## config.mk

```make
export PLATFORM = sky130hd
export DESIGN_NAME = dcc_wait_gen
export DESIGN_NICKNAME = d
export VERILOG_FILES = /design/src/rtl/dcc_wait_gen.sv
export SDC_FILE = /design/constraint.sdc
export NUM_CORES = 1
export LEC_CHECK = 0
export ABC_AREA = 1
export BUFFER_PORTS_ARGS = -buffer_cell sky130_fd_sc_hd__buf_2
export CAP_MARGIN = 5
export CORE_MARGIN = 2
export CORE_UTILIZATION = 40
export CTS_BUF_LIST = sky130_fd_sc_hd__clkbuf_8
export CTS_CLUSTER_SIZE = 10
export DETAILED_ROUTE_END_ITERATION = 6
export GPL_ROUTABILITY_DRIVEN = 0
export PLACE_DENSITY = 0.65
export SKIP_LAST_GASP = 1
export SYNTH_ARGS = -nofsm -noshare
export SYNTH_HDL_FRONTEND = slang
export SYNTH_SLANG_ARGS = --single-unit
```

## constraint.sdc

```tcl
create_clock -name CLK -period 1.7 [get_ports CLK]
set_clock_uncertainty 0.05 [all_clocks]
set_input_delay 0.425 -clock CLK [delete_from_list [all_inputs] [get_ports CLK]]
set_output_delay 0.425 -clock CLK [all_outputs]
set_load 0.1 [all_outputs]
```

## src/rtl/dcc_wait_gen.sv

```systemverilog
// Wait-state and DRAM-refresh sequencer behind the bus chip-select decoder.
// Drives WAIT_N per region, stretches SMPC accesses and arbitrates refresh.
module dcc_wait_gen #(
   parameter int unsigned ROM_WS      = 4,
   parameter int unsigned SRAM_WS     = 2,
   parameter int unsigned DRAM_WS     = 1,
   parameter int unsigned SMPC_MIN_WS = 2,
   parameter int unsigned SMPC_TO     = 255,
   parameter int unsigned REF_LEN     = 3
) (
   input  logic       CLK,
   input  logic       RST,
   input  logic       CE_R,
   input  logic       BS_N,
   input  logic       RD_N,
   input  logic [1:0] WE_N,
   input  logic       ROMCE_N,
   input  logic       SRAMCE_N,
   input  logic       SMPCCE_N,
   input  logic       DCE_N,
   input  logic       SMPC_RDY,
   input  logic       REF_REQ,
   output logic       WAIT_N,
   output logic       REF_BUSY,
   output logic       REF_ACK,
   output logic       SMPC_TIMEOUT
);

   typedef enum logic [2:0] {IDLE, COUNT, SMPC, REFRESH, HOLD} state_t;
   typedef enum logic [1:0] {RGN_ROM, RGN_SRAM, RGN_DRAM, RGN_SMPC} rgn_t;

   state_t     state_q, state_d;
   logic [3:0] cnt_q, cnt_d;
   logic [7:0] to_q, to_d;
   logic       wait_n_q, wait_n_d;
   logic       ref_busy_q, ref_busy_d;
   logic       ref_ack_q, ref_ack_d;
   logic       smpc_to_q, smpc_to_d;
   logic       pend_q, pend_d;
   rgn_t       pend_rgn_q, pend_rgn_d;

   logic       start_c, release_c, launch_wait_n_c;
   rgn_t       start_rgn_c, launch_rgn_c;
   state_t     launch_state_c;
   logic [3:0] launch_cnt_c;

   function automatic logic [3:0] ws_of(rgn_t r);
      case (r)
         RGN_ROM:  return 4'(ROM_WS);
         RGN_SRAM: return 4'(SRAM_WS);
         RGN_DRAM: return 4'(DRAM_WS);
         default:  return 4'(SMPC_MIN_WS);
      endcase
   endfunction

   // Access decode; launch_* describes how a (possibly deferred) access begins.
   always_comb begin
      start_c   = !BS_N && (!ROMCE_N || !SRAMCE_N || !SMPCCE_N || !DCE_N);
      release_c = RD_N && (WE_N == 2'b11) && ROMCE_N && SRAMCE_N && SMPCCE_N && DCE_N;
      if (!SMPCCE_N)      start_rgn_c = RGN_SMPC;
      else if (!DCE_N)    start_rgn_c = RGN_DRAM;
      else if (!SRAMCE_N) start_rgn_c = RGN_SRAM;
      else                start_rgn_c = RGN_ROM;
      launch_rgn_c = (state_q == REFRESH && pend_q) ? pend_rgn_q : start_rgn_c;
      launch_cnt_c = ws_of(launch_rgn_c) - 4'd1;
      if (launch_rgn_c == RGN_SMPC)           launch_state_c = SMPC;
      else if (ws_of(launch_rgn_c) == 4'd0)   launch_state_c = HOLD;
      else                                    launch_state_c = COUNT;
      launch_wait_n_c = (launch_state_c == HOLD);
   end

   always_ff @(posedge CLK) begin
      if (RST) begin
         state_q    <= IDLE;
         cnt_q      <= 4'd0;
         to_q       <= 8'd0;
         wait_n_q   <= 1'b1;
         ref_busy_q <= 1'b0;
         ref_ack_q  <= 1'b0;
         smpc_to_q  <= 1'b0;
         pend_q     <= 1'b0;
         pend_rgn_q <= RGN_ROM;
      end else if (CE_R) begin
         state_q    <= state_d;
         cnt_q      <= cnt_d;
         to_q       <= to_d;
         wait_n_q   <= wait_n_d;
         ref_busy_q <= ref_busy_d;
         ref_ack_q  <= ref_ack_d;
         smpc_to_q  <= smpc_to_d;
         pend_q     <= pend_d;
         pend_rgn_q <= pend_rgn_d;
      end
   end

   always_comb begin
      state_d = state_q;
      case (state_q)
         IDLE: begin
            if (start_c)      state_d = launch_state_c;
            else if (REF_REQ) state_d = REFRESH;
         end
         COUNT:   if (cnt_q == 4'd0) state_d = HOLD;
         SMPC:    if ((cnt_q == 4'd0 && SMPC_RDY) || to_q == 8'd0) state_d = HOLD;
         REFRESH: if (cnt_q == 4'd0) state_d = (pend_q || start_c) ? launch_state_c : IDLE;
         HOLD:    if (release_c) state_d = IDLE;
         default: state_d = IDLE;
      endcase
   end

   // Counters, pending access and registered outputs.
   always_comb begin
      cnt_d      = cnt_q;
      to_d       = to_q;
      wait_n_d   = wait_n_q;
      ref_busy_d = ref_busy_q;
      ref_ack_d  = 1'b0;
      smpc_to_d  = 1'b0;
      pend_d     = pend_q;
      pend_rgn_d = pend_rgn_q;
      case (state_q)
         IDLE: begin
            if (start_c) begin
               cnt_d    = launch_cnt_c;
               to_d     = 8'(SMPC_TO - 1);
               wait_n_d = launch_wait_n_c;
            end else if (REF_REQ) begin
               ref_busy_d = 1'b1;
               cnt_d      = 4'(REF_LEN - 1);
               pend_d     = 1'b0;
            end
         end
         COUNT: begin
            if (cnt_q == 4'd0) wait_n_d = 1'b1;
            else               cnt_d    = cnt_q - 4'd1;
         end
         SMPC: begin
            if (cnt_q != 4'd0) cnt_d = cnt_q - 4'd1;
            if (to_q != 8'd0)  to_d  = to_q - 8'd1;
            if (cnt_q == 4'd0 && SMPC_RDY) begin
               wait_n_d = 1'b1;
            end else if (to_q == 8'd0) begin
               wait_n_d  = 1'b1;
               smpc_to_d = 1'b1;
            end
         end
         REFRESH: begin
            if (!pend_q && start_c) begin
               pend_d     = 1'b1;
               pend_rgn_d = start_rgn_c;
               wait_n_d   = 1'b0;
            end
            if (cnt_q == 4'd0) begin
               ref_ack_d  = 1'b1;
               ref_busy_d = 1'b0;
               pend_d     = 1'b0;
               if (pend_q || start_c) begin
                  cnt_d    = launch_cnt_c;
                  to_d     = 8'(SMPC_TO - 1);
                  wait_n_d = launch_wait_n_c;
               end
            end else begin
               cnt_d = cnt_q - 4'd1;
            end
         end
         default: ;
      endcase
   end

   assign WAIT_N       = wait_n_q;
   assign REF_BUSY     = ref_busy_q;
   assign REF_ACK      = ref_ack_q;
   assign SMPC_TIMEOUT = smpc_to_q;

endmodule
```

# Word level (Yosys, flattened, before mapping)
# Index checks and enable logic that the tools add are counted.
# W data, S select, Z words.
[totals]
regBits = 22
latch_bits = 0
ramBits = 0
mem_bits_ro = 0
input_bits = 13
mem_count = 0
[classes]
add_sub_neg = 3
mul = 0
div = 0
magnitude_cmp = 0
eq_ne = 23
n_shift = 0
mux = 50
bitwise = 0
n_reduce_logical = 37
[ops]
columns = ["op", "count"]
rows = [
  ["$mux W8", 4],
  ["$mux W4", 7],
  ["$mux W3", 9],
  ["$pmux W8 S3", 1],
  ["$mux W1", 20],
  ["$ne A2 B2 Y1 const B", 9],
  ["$reduce_and A6 Y1", 3],
  ["$pmux W4 S4", 1],
  ["$pmux W3 S5", 1],
  ["$reduce_and A5 Y1", 3],
  ["$logic_and A1 B1 Y1", 9],
  ["$logic_not A4 Y1", 2],
  ["$logic_not A8 Y1", 1],
  ["$reduce_bool A4 Y1", 2],
  ["$reduce_bool A8 Y1", 1],
  ["$sub A4 B1 Y4 const B", 2],
  ["$sub A8 B1 Y8 const B", 1],
  ["$eq A2 B2 Y1 const B", 3],
  ["$eq A3 B2 Y1 const B", 2],
  ["$eq A3 B3 Y1 const B", 2],
  ["$logic_not A1 Y1", 6],
  ["$mux W2", 3],
  ["$ne A3 B3 Y1 const B", 2],
  ["$pmux W3 S2", 1],
  ["other kinds (12)", 18],
]

# Depth between registers and ports, before layout
[depth]
depth_word = 14
depth_mapped = 11

# Worst setup path before layout
# No wires, ideal clock.
[synth_path]
kind = "reg-to-reg"
from = "reg to_q[0]"
to = "reg to_q[1]"
setup_ps = 114
arrival_time_ps = 1453
setup_slack_ps = 83
path_stages_with_launch = 11
n_path_buf = 0
path_cell_list = "dfxtp_1 > inv_1 > ha_1 > nor3b_1 > nand3_4 > nand2_4 > nor2_8 > nand2_4 > clkinv_2 > nor2_1 > nor2_2"
[synth_via]
elab_chain_len = 3
word_cells_on_any_way = 6
cone_classes = "1 x add/sub; 1 x eq/ne; 2 x mux; 2 x reduce/logical"
[synth_rtl]
columns = ["element", "line", "rtl"]
rows = [
  ["start, declared", "34", "logic [7:0] to_q, to_d;"],
  ["start signal, assigned", "86", "to_q <= to_d;"],
  ["$sub A8 B1 Y8 or $reduce_bool A8 Y1 (tied branches)", "139", "if (to_q != 8'd0) to_d = to_q - 8'd1;"],
  ["$mux W8 or $ne A2 B2 Y1 (tied branches)", "n/a", ""],
  ["$pmux W8 S3 or $reduce_and A6 Y1 (tied branches)", "n/a", ""],
]
# Several ways; a longest one is shown, not always the timed one. The select of a mux whose other input is x is not followed.
# A chain may end at the register's enable or synchronous reset.

# Worst setup path after layout
[layout_path]
from = "reg to_q[0]"
to = "reg to_q[6]"
# Same word-level chain as after synthesis.

==> results by group <==
Finish
  • Antenna Cells: 0
  • Layout Cells excl Fill: 326
  • Most frequent cells in the layout: 60 x nand2_1, 32 x nand3_1, 28 x inv_1, 20 x nor2_1, 20 x a21oi_1
  • Area grow syn2layout: 19.7%
  • Most common cell after layout, fill and taps aside: nand2_1
  • Fin util: 49.4%
  • Design area: 1960 µm²
  • Fin nets: 293
  • Layout cell share with drive strength beyond 1: 27.5%

Floorplanning
  • Site Rows: 23
  • Core Box Area: 3970 µm²
  • Starting Density: 41.3%
  • Die width: 68.0 µm
  • Die Ht: a little under 70 µm
  • I/O Pins: 17
  • Die area: 4630 µm²

Critical path
  • Setup crit start kind: register
  • R2R cell count: 10
  • Reg2reg end: to_q[6]
  • Crit Reg-Reg Startpoint: to_q[0]
  • Crit-path slowest cell: dfxtp_2
  • Crit path DAT: 1.80 ns
  • CP bufs+invs: 3
  • Worst Path Required: 1.86 ns
  • CP Class: register to register
  • Delay of the slowest cell on the worst path: 0.33 ns
  • Worst-path maximum fanout: 6
  • Critical-path cell list: inv_1, ha_1, nor3b_2, buf_4, nand3_4, nand2_4, nor2_8, buf_6, nand3_1, a21oi_1
  • Critical Path Sink Type: register
  • Cell family with most CP delay: simple AND/OR/NAND/NOR gates
  • FF-to-FF setup slack: 0.06 ns

Clock tree
  • Clk slew on worst S/H paths: 0.09 ns
  • Hold Buf Count CTS: 0
  • Clock Sink Count: 22
  • CTS tree: done
  • Worst-Skew Late Latency: around 0.27 ns
  • CTS Buf Count: 3
  • Clock Path Buffers: 2
  • Root Driver: clkbuf_8
  • # H-tree levels: 1

Synth
  • Xor/xnor cell area share of the yosys netlist: 1.07%
  • Synth Area in Compound Gates: approximately 14%
  • Simple-Gate Fraction of Synth Area: 45.0%
  • Seq/Total Area, Yosys: 26.9%
  • Synth Instances: 249
  • Mux cell area share after synthesis: 0%
  • Synth top area cells: dfxtp_1 27%, nand2_1 14%, nand3_1 10%
  • Syn_area_per_cell: around 6.6 µm²
  • Yosys top cell area share: roughly 27%
  • Syn Nets: about 270
  • Yosys cell types: 35
  • Post-synth top area cell: dfxtp_1
  • Synthesized area: between 1500 and 2000 µm²
  • Post-Synth Adder-Cell Area: 2.29%
  • Largest family of logic cells by synthesized area: simple AND/OR/NAND/NOR gates
  • Seq cells post-synth: 22
  • Synth warn: 0

Route
  • DRC Markers: 0
  • Vias per cell: 4.81
  • Drt total wl: 3.73 mm
  • DRT iter0 DRCs: 138
  • Antenna viol nets, final: 0
  • WL/cell: 11.4 µm
  • TritonRoute pass-1 iters: 4
  • Via count: 1569

Timing
  • Fin. Hold Viols: 0
  • Tcrit/Tclk final: 96.6%
  • Fmax: 609 MHz
  • Slew Limit Fails: 0
  • Minimum clock period: approximately 1.6 ns
  • Slew @ Worst Pin: 0.484 ns
  • Endpoints failing setup: 0
  • Rel. slew slack: about 68%

Min path
  • Worst Hold Launch: pend_rgn_q[1]
  • Type of the worst min-delay path: register to register
  • Hold EP: pend_rgn_q[1]
  • Hold path cells: 2

Power and ir drop
  • Pwr/cell area: about 1600 nW/µm²
  • P_leak: approximately 0.87 nW
  • Worst vdd ir: 0.837 mV
  • Total power: 3.10 mW

Placed design
  • Port buffer count: 16
  • Detailed placement HPWL: 2.82 mm
  • Dpl cells: 320
  • Placed inst area: 1830 µm²

GRT
  • Number of global-route vias before repair: roughly 1500
  • Overall Global Routing Usage: 18.4%
  • Final global-route overflow total: 0
  • Pin count of the biggest net entering global routing: 16
  • Initial antenna violation count: 0
  • First-pass GRT wire length: 6.51 mm

Outcome
  • Status: finished, final reports clean

Job
  • Max cap viols: 0
==> cell type report <==
class | count | area (µm²)
clock buffer | 3 | 41.3
clock inverter | 1 | 30.0
fill | 406 | 2010
inverter | 35 | 140
multi-input combinational | 187 | 1070
sequential | 22 | 445
tap | 50 | 62.6
timing repair buffer | 28 | 174
==> power by group <==
part | total, mW | switching, mW | internal (mW)
logic | 1.80 | 1.15 | 0.658
clock network | 0.504 | 0.189 | 0.315
registers | 0.788 | 0.136 | 0.652
total | 3.10 | 1.47 | 1.63
==> registers in the layout, indices dropped and copies added (netlist names) <==
| name | count |
|---|---|
| to_q | 8 |
| cnt_q | 4 |
| state_q | 3 |
| pend_rgn_q | 2 |
| REF_ACK | 1 |
| REF_BUSY | 1 |
| SMPC_TIMEOUT | 1 |
| WAIT_N | 1 |
| pend_q | 1 |
==> through the flow <==
stage | TNS [ns] | hold slack [ns] | setup slack, ns
6_report | 0 | 0.408 | 0.0586
5_1_grt | -0.0690 | 0.449 | -0.0156
4_1_cts | 0 | 0.413 | 0.0145
3_5_place_dp | 0 | 0.400 | 0.0443
3_3_place_gp | 0 | 0.399 | 0.0732
2_1_floorplan | 0 | 0.380 | 0.0833
==> cell families (layout without fill, tap and decap cells) <==
logic type	count (synthesis)	after routing
XOR/XNOR	2	2
adder cells (fa/ha/maj)	3	3
AO/OA/AOI/OAI	39	39
buffers and inverters	40	67
flip-flops	22	22
AND/OR/NAND/NOR	143	143
==> synth_stat cells <==
| cell type | n |
|---|---|
| xnor2_1 | 1 |
| a21oi_1 | 22 |
| a21oi_4 | 1 |
| inv_2 | 3 |
| inv_6 | 1 |
| buf_2 | 1 |
| nand3_1 | 33 |
| buf_6 | 1 |
| nand2_2 | 3 |
| nor2_1 | 22 |
| o21ai_2 | 2 |
| nand4_1 | 1 |
| nor2_8 | 1 |
| ha_1 | 3 |
| nand3_4 | 3 |
| nor3b_1 | 1 |
| nor3_1 | 2 |
| nand3b_1 | 2 |
| nand3_2 | 3 |
| dfxtp_1 | 22 |
| o21ai_0 | 9 |
| clkinv_2 | 1 |
| xor2_1 | 1 |
| nand2_1 | 62 |
| o211ai_1 | 1 |
| nand2_4 | 5 |
| nor2_2 | 3 |
| buf_4 | 1 |
| a21oi_2 | 1 |
| clkbuf_1 | 2 |
| nor2_4 | 2 |
| inv_1 | 29 |
| o21bai_4 | 1 |
| inv_4 | 1 |
| o21ai_1 | 2 |
==> metal layers <==
metal | global-route usage (%) | share of wire (%) | wire length (µm) | vias up
li1 | - | - | - | 859
met1 | 25.9 | 51 | 1900 | 680
met2 | 28.2 | 44 | 1660 | 26
met3 | 4.11 | 3.1 | 114 | 4
met4 | 5.25 | 1.4 | 53 | 0
met5 | 0 | 0 | 0 | -
==> repair_timing <==
item,CTS,global route
endpoints found under the setup margin,0,13
resized for setup,0,16
setup buffers,0,2
==> worst max-delay path by stage <==
stage	startpoint	to	slack (ns)	cells past startpoint
2_1_floorplan	to_q[0]	to_q[1]	0.08	10
3_3_place_gp	to_q[0]	state_q[1]	0.07	11
3_5_place_dp	to_q[0]	to_q[1]	0.04	11
4_1_cts	to_q[0]	to_q[1]	0.01	11
5_1_grt	cnt_q[0]	state_q[2]	-0.02	11
6_report	to_q[0]	to_q[6]	0.06	10
==> worst reg2reg max path, stage by stage (launching register included) <==
cell and delay, ns:
dfxtp_2 0.33, inv_1 0.07, ha_1 0.20, nor3b_2 0.15, buf_4 0.15, nand3_4 0.07
nand2_4 0.07, nor2_8 0.15, buf_6 0.14, nand3_1 0.07, a21oi_1 0.14
No activity file was read; power rests on OpenSTA's default activity.
